## config.mk

```make
export PLATFORM = sky130hd
export DESIGN_NAME = id_ex_pipeline_reg
export DESIGN_NICKNAME = d
export VERILOG_FILES = /design/src/rtl/pa_risc_pkg.sv /design/src/rtl/ctrl_bus_reg.sv /design/src/rtl/id_ex_pipeline_reg.sv
export SDC_FILE = /design/constraint.sdc
export NUM_CORES = 1
export LEC_CHECK = 0
export BUFFER_PORTS_ARGS = -buffer_cell sky130_fd_sc_hd__buf_2
export CORE_AREA = 5 5 146 113
export CTS_BUF_LIST = sky130_fd_sc_hd__clkbuf_8
export DETAILED_ROUTE_END_ITERATION = 12
export DIE_AREA = 0 0 151 118
export PLACE_DENSITY = 0.78
export SLEW_MARGIN = 20
export SYNTH_ARGS = -nofsm -noshare
export SYNTH_HDL_FRONTEND = slang
export SYNTH_SLANG_ARGS = --single-unit
```

## constraint.sdc

```tcl
create_clock -name i_clk -period 5.8 [get_ports i_clk]
set_clock_uncertainty 0.2 [all_clocks]
set_input_delay 0 -clock i_clk [delete_from_list [all_inputs] [get_ports i_clk]]
set_output_delay 0 -clock i_clk [all_outputs]
set_load 0.01 [all_outputs]
```

## src/rtl/pa_risc_pkg.sv

```systemverilog
// Shared definitions for the pipeline registers: control bus layout,
// NOP control constant and the RAM_CTRL / COMB encodings.
package pa_risc_pkg;

  localparam int RDF_W  = 2;
  localparam int SOH_W  = 3;
  localparam int ALU_W  = 4;
  localparam int RAM_W  = 4;
  localparam int SR_W   = 2;
  localparam int COMB_W = 2;

  // Decoded control bus. All-zero means NOP: no RF, RAM or PSW write.
  typedef struct packed {
    logic              sh;
    logic              bl;
    logic              l;
    logic              rf_le;
    logic              psw_en;
    logic              co_en;
    logic [RDF_W-1:0]  rd_f;
    logic [SOH_W-1:0]  soh_op;
    logic [ALU_W-1:0]  alu_op;
    logic [RAM_W-1:0]  ram_ctrl;
    logic [SR_W-1:0]   id_sr;
    logic [COMB_W-1:0] comb;
  } ctrl_t;

  localparam int    CTRL_W   = $bits(ctrl_t);
  localparam ctrl_t CTRL_NOP = '0;

  // RAM_CTRL: [1:0] = 01 load, 11 store, 00 idle; [3:2] = size.
  localparam logic [RAM_W-1:0] RAM_NONE = 4'b0000;
  localparam logic [RAM_W-1:0] RAM_LB   = 4'b0001;
  localparam logic [RAM_W-1:0] RAM_SB   = 4'b0011;
  localparam logic [RAM_W-1:0] RAM_SH   = 4'b0111;
  localparam logic [RAM_W-1:0] RAM_SW   = 4'b1011;

  // COMB: [1] = compare-and-branch, [0] = false-sense.
  localparam logic [COMB_W-1:0] COMB_NONE = 2'b00;
  localparam logic [COMB_W-1:0] COMB_T    = 2'b10;
  localparam logic [COMB_W-1:0] COMB_F    = 2'b11;

  function automatic logic is_store(input logic [RAM_W-1:0] rc);
    return rc[1:0] == 2'b11;
  endfunction

endpackage

```

## src/rtl/ctrl_bus_reg.sv

```systemverilog
// Control-bus register with clear / hold / load.
// Ports: i_clk, i_rst_n (async low), i_clr (load NOP, wins over hold),
//        i_hold (keep current value), i_d (next bus), o_q (registered bus).
module ctrl_bus_reg
  import pa_risc_pkg::*;
(
  input  logic              i_clk,
  input  logic              i_rst_n,
  input  logic              i_clr,
  input  logic              i_hold,
  input  logic [CTRL_W-1:0] i_d,
  output logic [CTRL_W-1:0] o_q
);

  logic [CTRL_W-1:0] r_q;

  always_ff @(posedge i_clk or negedge i_rst_n) begin
    if (!i_rst_n)    r_q <= CTRL_NOP;
    else if (i_clr)  r_q <= CTRL_NOP;
    else if (!i_hold) r_q <= i_d;
  end

  assign o_q = r_q;

endmodule

```

## src/rtl/id_ex_pipeline_reg.sv

```systemverilog
// ID/EX pipeline register. Latches decoded control, operands, destination,
// instruction word and PC; supports stall hold, hazard bubble and flush.
// Ports: i_clk, i_rst_n (async low), i_le (0 = stall), i_hz_bubble,
//        i_flush, i_id_valid, i_id_* (decode outputs), o_ex_* (registered
//        copies), o_ex_valid, o_stall_cnt (saturating stall-cycle count).
module id_ex_pipeline_reg
  import pa_risc_pkg::*;
#(
  parameter int DW   = 32,
  parameter int RW   = 5,
  parameter int CNTW = 16
) (
  input  logic            i_clk,
  input  logic            i_rst_n,
  input  logic            i_le,
  input  logic            i_hz_bubble,
  input  logic            i_flush,
  input  logic            i_id_valid,
  input  logic            i_id_sh,
  input  logic            i_id_bl,
  input  logic            i_id_l,
  input  logic            i_id_rf_le,
  input  logic            i_id_psw_en,
  input  logic            i_id_co_en,
  input  logic [1:0]      i_id_rd_f,
  input  logic [2:0]      i_id_soh_op,
  input  logic [3:0]      i_id_alu_op,
  input  logic [3:0]      i_id_ram_ctrl,
  input  logic [1:0]      i_id_id_sr,
  input  logic [1:0]      i_id_comb,
  input  logic [DW-1:0]   i_id_pa,
  input  logic [DW-1:0]   i_id_pb,
  input  logic [RW-1:0]   i_id_rd,
  input  logic [DW-1:0]   i_id_instr,
  input  logic [DW-1:0]   i_id_pc,
  output logic            o_ex_sh,
  output logic            o_ex_bl,
  output logic            o_ex_l,
  output logic            o_ex_rf_le,
  output logic            o_ex_psw_en,
  output logic            o_ex_co_en,
  output logic [1:0]      o_ex_rd_f,
  output logic [2:0]      o_ex_soh_op,
  output logic [3:0]      o_ex_alu_op,
  output logic [3:0]      o_ex_ram_ctrl,
  output logic [1:0]      o_ex_id_sr,
  output logic [1:0]      o_ex_comb,
  output logic [DW-1:0]   o_ex_pa,
  output logic [DW-1:0]   o_ex_pb,
  output logic [RW-1:0]   o_ex_rd,
  output logic [DW-1:0]   o_ex_instr,
  output logic [DW-1:0]   o_ex_pc,
  output logic            o_ex_valid,
  output logic [CNTW-1:0] o_stall_cnt
);

  ctrl_t w_id_ctrl, w_ex_ctrl;
  logic  w_clr, w_stall;

  assign w_id_ctrl = '{sh: i_id_sh, bl: i_id_bl, l: i_id_l, rf_le: i_id_rf_le,
                       psw_en: i_id_psw_en, co_en: i_id_co_en, rd_f: i_id_rd_f,
                       soh_op: i_id_soh_op, alu_op: i_id_alu_op,
                       ram_ctrl: i_id_ram_ctrl, id_sr: i_id_id_sr, comb: i_id_comb};

  // Flush and bubble override a stall; an invalid ID slot loads as NOP so a
  // dead instruction can never carry a store or RF write into EX.
  assign w_clr   = i_flush | i_hz_bubble | (i_le & ~i_id_valid);
  assign w_stall = ~i_flush & ~i_hz_bubble & ~i_le;

  ctrl_bus_reg u_ctrl (
    .i_clk   (i_clk),
    .i_rst_n (i_rst_n),
    .i_clr   (w_clr),
    .i_hold  (~i_le),
    .i_d     (w_id_ctrl),
    .o_q     (w_ex_ctrl)
  );

  logic [DW-1:0]   r_pa, r_pb, r_instr, r_pc;
  logic [RW-1:0]   r_rd;
  logic            r_valid;
  logic [CNTW-1:0] r_stall_cnt;

  // Data fields are don't-care under flush/bubble, so they only hold on a
  // genuine stall.
  always_ff @(posedge i_clk or negedge i_rst_n) begin
    if (!i_rst_n) begin
      r_pa    <= '0;
      r_pb    <= '0;
      r_rd    <= '0;
      r_instr <= '0;
      r_pc    <= '0;
    end else if (!w_stall) begin
      r_pa    <= i_id_pa;
      r_pb    <= i_id_pb;
      r_rd    <= i_id_rd;
      r_instr <= i_id_instr;
      r_pc    <= i_id_pc;
    end
  end

  always_ff @(posedge i_clk or negedge i_rst_n) begin
    if (!i_rst_n)                    r_valid <= 1'b0;
    else if (i_flush | i_hz_bubble)  r_valid <= 1'b0;
    else if (i_le)                   r_valid <= i_id_valid;
  end

  always_ff @(posedge i_clk or negedge i_rst_n) begin
    if (!i_rst_n)                                   r_stall_cnt <= '0;
    else if (w_stall && (r_stall_cnt != {CNTW{1'b1}})) r_stall_cnt <= r_stall_cnt + CNTW'(1);
  end

  assign o_ex_sh       = w_ex_ctrl.sh;
  assign o_ex_bl       = w_ex_ctrl.bl;
  assign o_ex_l        = w_ex_ctrl.l;
  assign o_ex_rf_le    = w_ex_ctrl.rf_le;
  assign o_ex_psw_en   = w_ex_ctrl.psw_en;
  assign o_ex_co_en    = w_ex_ctrl.co_en;
  assign o_ex_rd_f     = w_ex_ctrl.rd_f;
  assign o_ex_soh_op   = w_ex_ctrl.soh_op;
  assign o_ex_alu_op   = w_ex_ctrl.alu_op;
  assign o_ex_ram_ctrl = w_ex_ctrl.ram_ctrl;
  assign o_ex_id_sr    = w_ex_ctrl.id_sr;
  assign o_ex_comb     = w_ex_ctrl.comb;
  assign o_ex_pa       = r_pa;
  assign o_ex_pb       = r_pb;
  assign o_ex_rd       = r_rd;
  assign o_ex_instr    = r_instr;
  assign o_ex_pc       = r_pc;
  assign o_ex_valid    = r_valid;
  assign o_stall_cnt   = r_stall_cnt;

endmodule

```

==> Word-level counts from Yosys, hierarchy flattened <==
Cells that the tools add are included.
{ "classes": {"add_sub_neg": 1, "eq_ne": 1, "muxes": 4, "bitwise_logic": 9, "n_reduce_logical": 3} }
{ "ops": {"columns": ["cell", "n"], "rows": [
  ["$mux 23", 2],
  ["$add 16x1->16 const B", 1],
  ["$ne 16x16->1 const B", 1],
  ["$not 1->1", 4],
  ["$reduce_bool 2->1", 2],
  ["$and 1x1->1", 3],
  ["$mux 1", 2],
  ["$or 1x1->1", 2],
  ["$logic_and 1x1->1", 1]
]} }
{ "totals": {"regBits": 173, "in_bits": 162, "out_inout_bits": 173, "wordCells": 26} }

==> Depth between registers and ports, before layout <==
Gate-level depths: netlist of run 1.
{ "depth": {"ltp_word": 4, "mapped_depth": 6, "ltp_nobuf": 5} }

==> Modules after synthesis <==
Synthesis of run 1 repeated with hierarchy kept, for this count alone.
{ "hier_totals": {"cells_unflattened": 718, "hier_area_um2": 6741.5} }
{ "modules_own_cells": {"columns": ["mod", "n_inst", "cells_each", "area_per_inst_um2", "seq_area_each_um2"], "rows": [
  ["id_ex_pipeline_reg", 1, 644, 5790.6, 3753.6],
  ["ctrl_bus_reg", 1, 74, 950.9, 575.6]
]} }

==> Worst setup path before layout of run 1 <==
No wires, ideal clock.
{ "synth_path": {"path_type": "register to register", "start": "register r_stall_cnt[0] (netlist: o_stall_cnt[0])", "end": "register r_stall_cnt[1] (netlist: o_stall_cnt[1])", "setup_time_ps": 125, "t_arrival_ps": 1590, "t_required_ps": 5475, "path_slack_ps": 3886, "stages_incl_launch_ff": 6, "n_path_buf": 0, "period_less_slack_ps": 1914, "cell_sequence": "dfrtp_1 -> ha_1 -> nand2_1 -> nor3_2 -> a21oi_1 -> mux2_2"} }
{ "synth_via": {"elab_chain_cells": 2, "word_cells_on_any_way": 3, "cone_classes": "add/sub: 1; eq/ne: 1; reduce/logical: 1"} }
{ "synth_rtl": {"columns": ["item", "line", "rtl"], "rows": [
  ["start, declared", "id_ex_pipeline_reg.sv:82", "logic [CNTW-1:0] r_stall_cnt;"],
  ["start signal, assigned", "id_ex_pipeline_reg.sv:110", "else if (w_stall && (r_stall_cnt != {CNTW{1'b1}})) r_stall_cnt <= r_stall_cnt + CNTW'(1);"],
  ["branches (longest 2 deep; another with $add 16x1->16)", null, null]
]} }
Parallel ways; which one is timed is not known.
A chain may end at the register's enable or synchronous reset.

==> Final worst setup path of run 1 <==
{ "layout_path": {"start": "input port i_hz_bubble", "end": "register u_ctrl.r_q[8] (netlist: u_ctrl.o_q[8])"} }
{ "layout_via": {"elab_chain_cells": 3, "word_cells_on_any_way": 4, "cone_classes": "mux: 1; bitwise: 2; reduce/logical: 1"} }
{ "layout_rtl": {"columns": ["item", "line", "rtl"], "rows": [
  ["start, declared", "id_ex_pipeline_reg.sv:16", "input logic i_hz_bubble,"],
  ["$or 1x1->1 (*) (2 in series)", "id_ex_pipeline_reg.sv:67", "assign w_clr = i_flush | i_hz_bubble | (i_le & ~i_id_valid);"],
  ["$mux 23 / $reduce_bool 2->1 (equally long branches)", null, null],
  ["end signal, assigned", "ctrl_bus_reg.sv:20", "else if (!i_hold) r_q <= i_d;"],
  ["end, declared", "ctrl_bus_reg.sv:15", "logic [CTRL_W-1:0] r_q;"]
]} }
Every way passes the cells marked *; elsewhere a longest branch is shown, timed or not.

==> results by group, run 1 <==
STA
  • Minimum clock period: 3.07 ns
  • Worst slew margin: 32.4%
  • Crit share post-route: 53.0%
  • Min Hold Slack: 0.0294 ns
  • Final hold vios: 0
  • Final Setup Violations: 0
  • RSZ-0062 raised after global routing: no
  • Setup tns final: 0 ns
  • Pins Over Slew Limit: 0
  • Measured slew at the worst slew-check pin: 1.01 ns
  • Max Freq: 326 MHz

Route
  • Drt first pass iters: 5
  • Final wirelength: 24800 microns
  • DRT iter0 DRCs: 410
  • # DRC: 0
  • Vias: 7037
  • Vias/cell: 4.92
  • Antenna Nets Post-Route: 0
  • DR WL/cell: 17.3 microns

Global route
  • Vias in the first global route: 7344
  • Grt total ovfl: 0
  • Antenna violations before repair: 3
  • Total GRT Usage: 27.3%
  • Maximum number of pins on one net before global-route repair: 100
  • First-pass GRT wire length: 38100 microns

Die
  • Total core area: 0.0149 sq mm
  • Chip Height: 118 microns
  • Starting Density: 44.1%
  • Top Ports: 335
  • DIE WIDTH: 151 microns
  • Rows: 39
  • Die Area: 0.0178 sq mm

Critical path
  • CP arrival: 3.25 ns
  • Crit-path max FO: 98
  • Worst Path Required: 5.98 ns
  • CP peak stage delay: 0.84 ns
  • Worst setup EP type: register
  • Worst Setup Start Kind: primary input
  • Crit Path Class: primary input to register
  • Slowest CP cell: buf_4
  • Bufs and invs on worst path: 5
  • Critical path cell sequence: dlygate4sd3_1 > buf_2 > nor3_2 > buf_4 > buf_4 > a22o_1 > dlygate4sd3_1
  • CP top delay family: buffers and inverters

Power
  • Power per cell area: 255 mW/mm^2
  • Static leakage: 5.98 nW
  • Power, Total: 2.77 mW
  • VDD IR max: 183 uV

Layout
  • Most frequent cells in the layout: nand2_1, buf_2, dlygate4sd3_1, dfrtp_1, a22o_1
  • Seq. cell area: 0.00433 sq mm
  • Commonest non-fill, non-tap cell in the layout: nand2_1
  • Area grow syn2layout: 64.7%
  • Filler cell count: 967
  • NumNets Final: 1373
  • Area occupied by multi-input gates: 0.00213 sq mm
  • Layout cells sized above 1: 31.2%

Run status
  • Status: finished clean

Worst hold path
  • Hold crit path type: primary input to asynchronous set/reset pin

Place
  • Gp weighted congestion: 0.803
  • I/O Buffers: 334
  • Hpwl dp: 13500 microns

Clock network
  • CTS tree: done
  • Clock transition at path regs: 0.09 ns
  • Sink Count: 173
  • Clock H-tree levels: 4
  • Maximum buffer depth of the clock tree: 2
  • Worst skew pair latency: 0.44 ns
  • Post-CTS sizing: 0
  • Number of CTS-inserted buffers: 17
  • Clock Tree Root: clkbuf_8
  • Post-CTS Repair Setup Buffers: 0

Yosys
  • Cell taking the most area after synthesis: dfrtp_1
  • Synth Warn #: 0
  • Netlist Area Pre-Place: 0.00658 sq mm
  • Area contributors post-synth: dfrtp_1, nand2_1, a22o_1, clkbuf_1, xor2_1
  • Post-Syn Instances: 690
  • Synth Net Count: 853
  • Flops & latches, synth: 173
  • Post-synth top area share: 65.8%
  • Syn_area_per_cell: 9.54 sq um
  • Seq/Total Area, Yosys: 65.8%
  • Unique cell type count in the Yosys netlist: 28

Flow run
  • Max-cap check violation count: 0
==> cell usage after synthesis <==
library cell	number
nor2_1	1
or4_4	1
or3_4	1
a21oi_1	4
and2_1	1
nand4_1	2
a2111oi_2	1
xor2_1	8
nor4b_2	1
nor3_2	1
nor4_1	1
o21ai_0	4
a21o_1	1
nand3_1	6
a211oi_1	3
dfrtp_1	173
o2111ai_1	1
and3_1	2
nor4_2	1
clkbuf_1	34
nand2_1	404
nor3_1	4
mux2_2	2
a22o_1	23
or2_2	2
inv_1	3
ha_1	1
xnor2_1	4
==> area by class of cell <==
cell class	instances	area share (%)
Antenna cell	4	0.0923
Multi-Input combinational cell	480	19.6
Sequential cell	173	39.9
Tap cell	205	2.36
Clock inverter	13	1.74
Timing Repair Buffer	535	33.9
Clock buffer	18	2.28
Inverter	3	0.104
==> cells by family (layout without fill, tap and decap cells) <==
| logic type | Yosys count | in the layout | share of synthesized area (%) |
|---|---|---|---|
| AO/OA/AOI/OAI | 37 | 37 | 4.48 |
| flip-flops | 173 | 173 | 65.8 |
| buffers and inverters | 37 | 569 | 2.11 |
| adder cells (fa/ha/maj) | 1 | 1 | 0.190 |
| XOR/XNOR | 12 | 12 | 1.60 |
| multiplexers | 2 | 2 | 0.342 |
| AND/OR/NAND/NOR | 428 | 428 | 25.5 |
| other | 0 | 4 | 0 |
==> state kept, by name, indices dropped and copies added, names as in the netlist <==
signal / count
u_ctrl.o_q: 23
o_ex_pa: 32
o_ex_pc: 32
o_stall_cnt: 16
o_ex_rd: 5
o_ex_valid: 1
o_ex_instr: 32
o_ex_pb: 32
==> worst paths after layout <==
| check | start | cells past startpoint | slack, ns | end |
|---|---|---|---|---|
| max | i_hz_bubble | 7 | 2.73 | u_ctrl.o_q[8] |
| min | i_rst_n | 2 | 0.03 | o_stall_cnt[15] |
| max reg2reg | o_stall_cnt[3] | 4 | 3.69 | o_stall_cnt[1] |
| min reg2reg | o_ex_instr[27] | 2 | 0.27 | o_ex_instr[27] |
| max in group asynchronous | i_rst_n | 3 | 3.91 | o_ex_instr[26] |
| min in group i_clk | i_le | 5 | 0.07 | o_ex_pc[23] |
==> report_power, final <==
group          internal (mW)  switching [mW]  leakage [nW]
clock                  0.483           0.445         0.215
combinational          0.233           0.246          3.65
sequential              1.30          0.0677          2.11
==> routing by layer <==
metal / track usage, % / vias to the layer above / routed length, microns
met3: 7.62 / 100 / 1980
li1: - / 3201 / -
met1: 30.8 / 3354 / 9170
met2: 46.1 / 382 / 12400
met5: 0 / - / 0
met4: 15.3 / 0 / 1240
==> metrics by stage <==
step	cell area, sq um	cells	util (%)	worst slack, ns
floorplan	6580	690	-	3.89
global placement	8440	1200	56.5	3.55
detailed placement	8440	1200	56.5	3.50
CTS	10800	1427	72.6	2.92
global route	10800	1430	72.6	2.64
finish	10800	1431	72.6	2.73
==> repair_timing <==
action,in CTS,in global routing
setup endpoints to repair,0,0
hold buffers,196,0
endpoints found under the hold margin,255,0
Note: power is estimated with default switching activity, not from simulation.
==> inputs of run 2 (changes only) <==
Settings changed: ABC_AREA set to 1, CORE_AREA 5 5 146 113 to 5 5 153 119, DIE_AREA 0 0 151 118 to 0 0 158 124, PLACE_DENSITY 0.78 to 0.77.
Clock period 5.8 ns to 2.81 ns, I/O delays scaled along.
==> results by group, run 2 <==
STA
  • RSZ-0062 raised after global routing: no
  • Worst slew margin: 42.9% (+11 points)
  • Minimum clock period: 2.69 ns
  • Min Hold Slack: 0.0886 ns (+0.0592 ns)
  • Pins Over Slew Limit: 0 (unchanged)
  • Max Freq: 371 MHz
  • Final hold vios: 0 (unchanged)
  • Measured slew at the worst slew-check pin: 0.853 ns (-0.160 ns)
  • Final Setup Violations: 0 (unchanged)
  • Crit share post-route: 95.9%
  • Setup tns final: 0 ns (unchanged)

Global route
  • Grt total ovfl: 0 (unchanged)
  • Maximum number of pins on one net before global-route repair: 102 (+2.0%)
  • Total GRT Usage: 25.2% (-2.1 points)
  • Antenna violations before repair: 0 (-3)
  • First-pass GRT wire length: 38600 microns (+1.3%)
  • Vias in the first global route: 7676 (+4.5%)

Route
  • Drt first pass iters: 5 (unchanged)
  • Final wirelength: 25300 microns (+2.0%)
  • # DRC: 0 (unchanged)
  • Vias/cell: 4.84 (-1.6%)
  • Antenna Nets Post-Route: 0 (unchanged)
  • DRT iter0 DRCs: 568 (+39%)
  • Vias: 7459 (+6.0%)
  • DR WL/cell: 16.4 microns (-5.2%)

Flow run
  • Max-cap check violation count: 0 (unchanged)

Power
  • Static leakage: 6.09 nW (+1.9%)
  • VDD IR max: 344 uV (+88%)
  • Power per cell area: 499 mW/mm^2 (+96%)

Yosys
  • Async SR Flop Fraction: 100% (unchanged)
  • Synth Net Count: 973 (+14%)
  • Cell taking the most area after synthesis: dfrtp_1
  • Unique cell type count in the Yosys netlist: 24 (-14%)
  • EDFF count, synth: 0 (unchanged)
  • Seq/Total Area, Yosys: 62.2% (-3.6 points)
  • Synth Warn #: 0 (unchanged)
  • Post-synth top area share: 62.2% (-3.6 points)
  • Syn_area_per_cell: 8.59 sq um (-9.9%)
  • Post-Syn Instances: 810 (+17%)
  • Top FF cell, synth: dfrtp_1
  • Flops & latches, synth: 173 (unchanged)
  • Most common cell in the netlist: nand2_1
  • Area contributors post-synth: dfrtp_1, nand2_1, inv_1, o21ai_0, buf_6
  • Netlist Area Pre-Place: 0.00696 sq mm (+5.7%)
  • Synth cell count leaders: nand2_1, dfrtp_1, inv_1, o21ai_0, nor2_1

Clock network
  • Clock H-tree levels: 4 (unchanged)
  • CTS tree: done
  • Clock transition at path regs: 0.09 ns (about the same)
  • Sink Count: 173 (unchanged)
  • Post-CTS Repair Setup Buffers: 0 (unchanged)
  • CTS Hold Bufs: 177 (-9.7%)
  • Maximum buffer depth of the clock tree: 2 (unchanged)
  • Number of CTS-inserted buffers: 17 (unchanged)
  • Worst skew pair latency: 0.44 ns (about the same)
  • Post-CTS sizing: 0 (unchanged)
  • Clock Tree Root: clkbuf_8

Layout
  • N_diodes: 0 (-4)
  • Post-route insts no fill: 1541 (+7.7%)
  • Filler cell count: 1177 (+22%)
  • NumNets Final: 1476 (+7.5%)
  • Commonest non-fill, non-tap cell in the layout: nand2_1
  • Area grow syn2layout: 57.1%
  • Most frequent cells in the layout: nand2_1, buf_2, dlygate4sd3_1, dfrtp_1, inv_1
  • Core Util, Final: 66.4% (-6.2 points)
  • Layout cells sized above 1: 28.7% (-2.4 points)

Critical path
  • Crit Path Class: primary input to register
  • Bufs and invs on worst path: 5 (unchanged)
  • CP startpoint: i_flush
  • Slowest CP cell: buf_4
  • CP arrival: 2.87 ns (-0.38 ns)
  • CP top delay family: buffers and inverters
  • Worst Setup Start Kind: primary input
  • Worst Path Required: 2.99 ns (-2.99 ns)
  • Worst setup EP type: register
  • FF-to-FF Start: o_stall_cnt[0]
  • Critical path cell sequence: dlygate4sd3_1 > buf_2 > nor2_2 > dlygate4sd3_1 > nand2_4 > buf_4 > nand2_1 > nand2_1 > dlygate4sd3_1
  • Cell mode on critical path: dlygate4sd3_1
  • Reg2reg setup slack: 0.62 ns (-3.07 ns)
  • Crit-path max FO: 78 (-20%)
  • CP peak stage delay: 0.61 ns (-0.23 ns)

Worst hold path
  • Hold crit path type: primary input to register
  • Min-delay src: i_id_pb[30]

Place
  • I/O Buffers: 334 (unchanged)
  • Inst Count DP: 1332 (+11%)
  • Hpwl dp: 14200 microns (+5.3%)
  • Gp weighted congestion: 0.825 (+2.7%)

Die
  • Rows: 41 (+5.1%)
  • Starting Density: 42.3% (-1.8 points)
  • DIE WIDTH: 158 microns (+4.6%)
  • Die Area: 0.0196 sq mm (+10%)
  • Total core area: 0.0165 sq mm (+10%)
  • Chip Height: 124 microns (+5.1%)
  • Top Ports: 335 (unchanged)

Run status
  • Status: finished clean
## run 2: cell types whose count changed after synthesis, moves of 4 or more
cell      change
nor3_1        -4
a22o_1       -23
o21ai_0      +23
inv_1        +35
clkbuf_1     -22
nor2_1       +17
nand2_1      +83
buf_2         +6
xor2_1        -8
nand3_1       +5
buf_6        +11
## run 2: report_power, final
group / internal (mW) / switching (mW)
logic: 0.470 / 0.501
registers: 2.66 / 0.123
clock network: 0.746 / 0.961
## run 2: area by class of cell
type / instances / area (sq um) / share of cell area, %
sequential: 173 / 4330 / 39.6
timing repair buffer: 518 / 3540 / 32.4
multi-input combinational: 563 / 2260 / 20.6
tap: 215 / 269 / 2.46
clock buffer: 18 / 248 / 2.27
inverter: 40 / 153 / 1.40
clock inverter: 14 / 136 / 1.25
## run 2: cell families after synthesis
logic type | count (synthesis) | synth area share [%]
and+or+nand+nor | 530 | 29.7
xor gates and xnor gates | 3 | 0.378
buffers and inverters | 74 | 5.45
DFF | 173 | 62.2
AOI/OAI and AO/OA | 29 | 2.09
adders and majority gates | 1 | 0.180
## run 2: layer usage
layer  track usage (%)  share of wire, %
met3              7.50               9.2
met2              43.6                50
met4              12.3               3.9
met1              28.6                37
met5                 0                 0
## run 2: worst min-delay path, cell delays in order
cell	delay (ns)
dlygate4sd3_1	0.52
buf_2	0.09
nand2_1	0.04
nand2_1	0.05
## run 2: metrics by stage
stage | area, sq um | total power, mW | setup slack [ns]
after detailed placement | 8760 | 3.56 | 0.903
final | 10900 | 5.46 | 0.116
after global routing | 10900 | 5.72 | 0.0302
after floorplan | 6960 | 3.14 | 1.08
after global placement | 8760 | 3.54 | 0.975
after CTS | 10900 | 5.46 | 0.256
## run 2: worst paths after layout
check,cells after the start,endpoint
min in group asynchronous,4,o_ex_pa[16]
max in group asynchronous,4,o_ex_pc[12]
max,9,o_ex_pc[14]
min,4,o_ex_pb[30]
max reg2reg,7,o_stall_cnt[14]
min reg2reg,2,o_ex_pc[31]
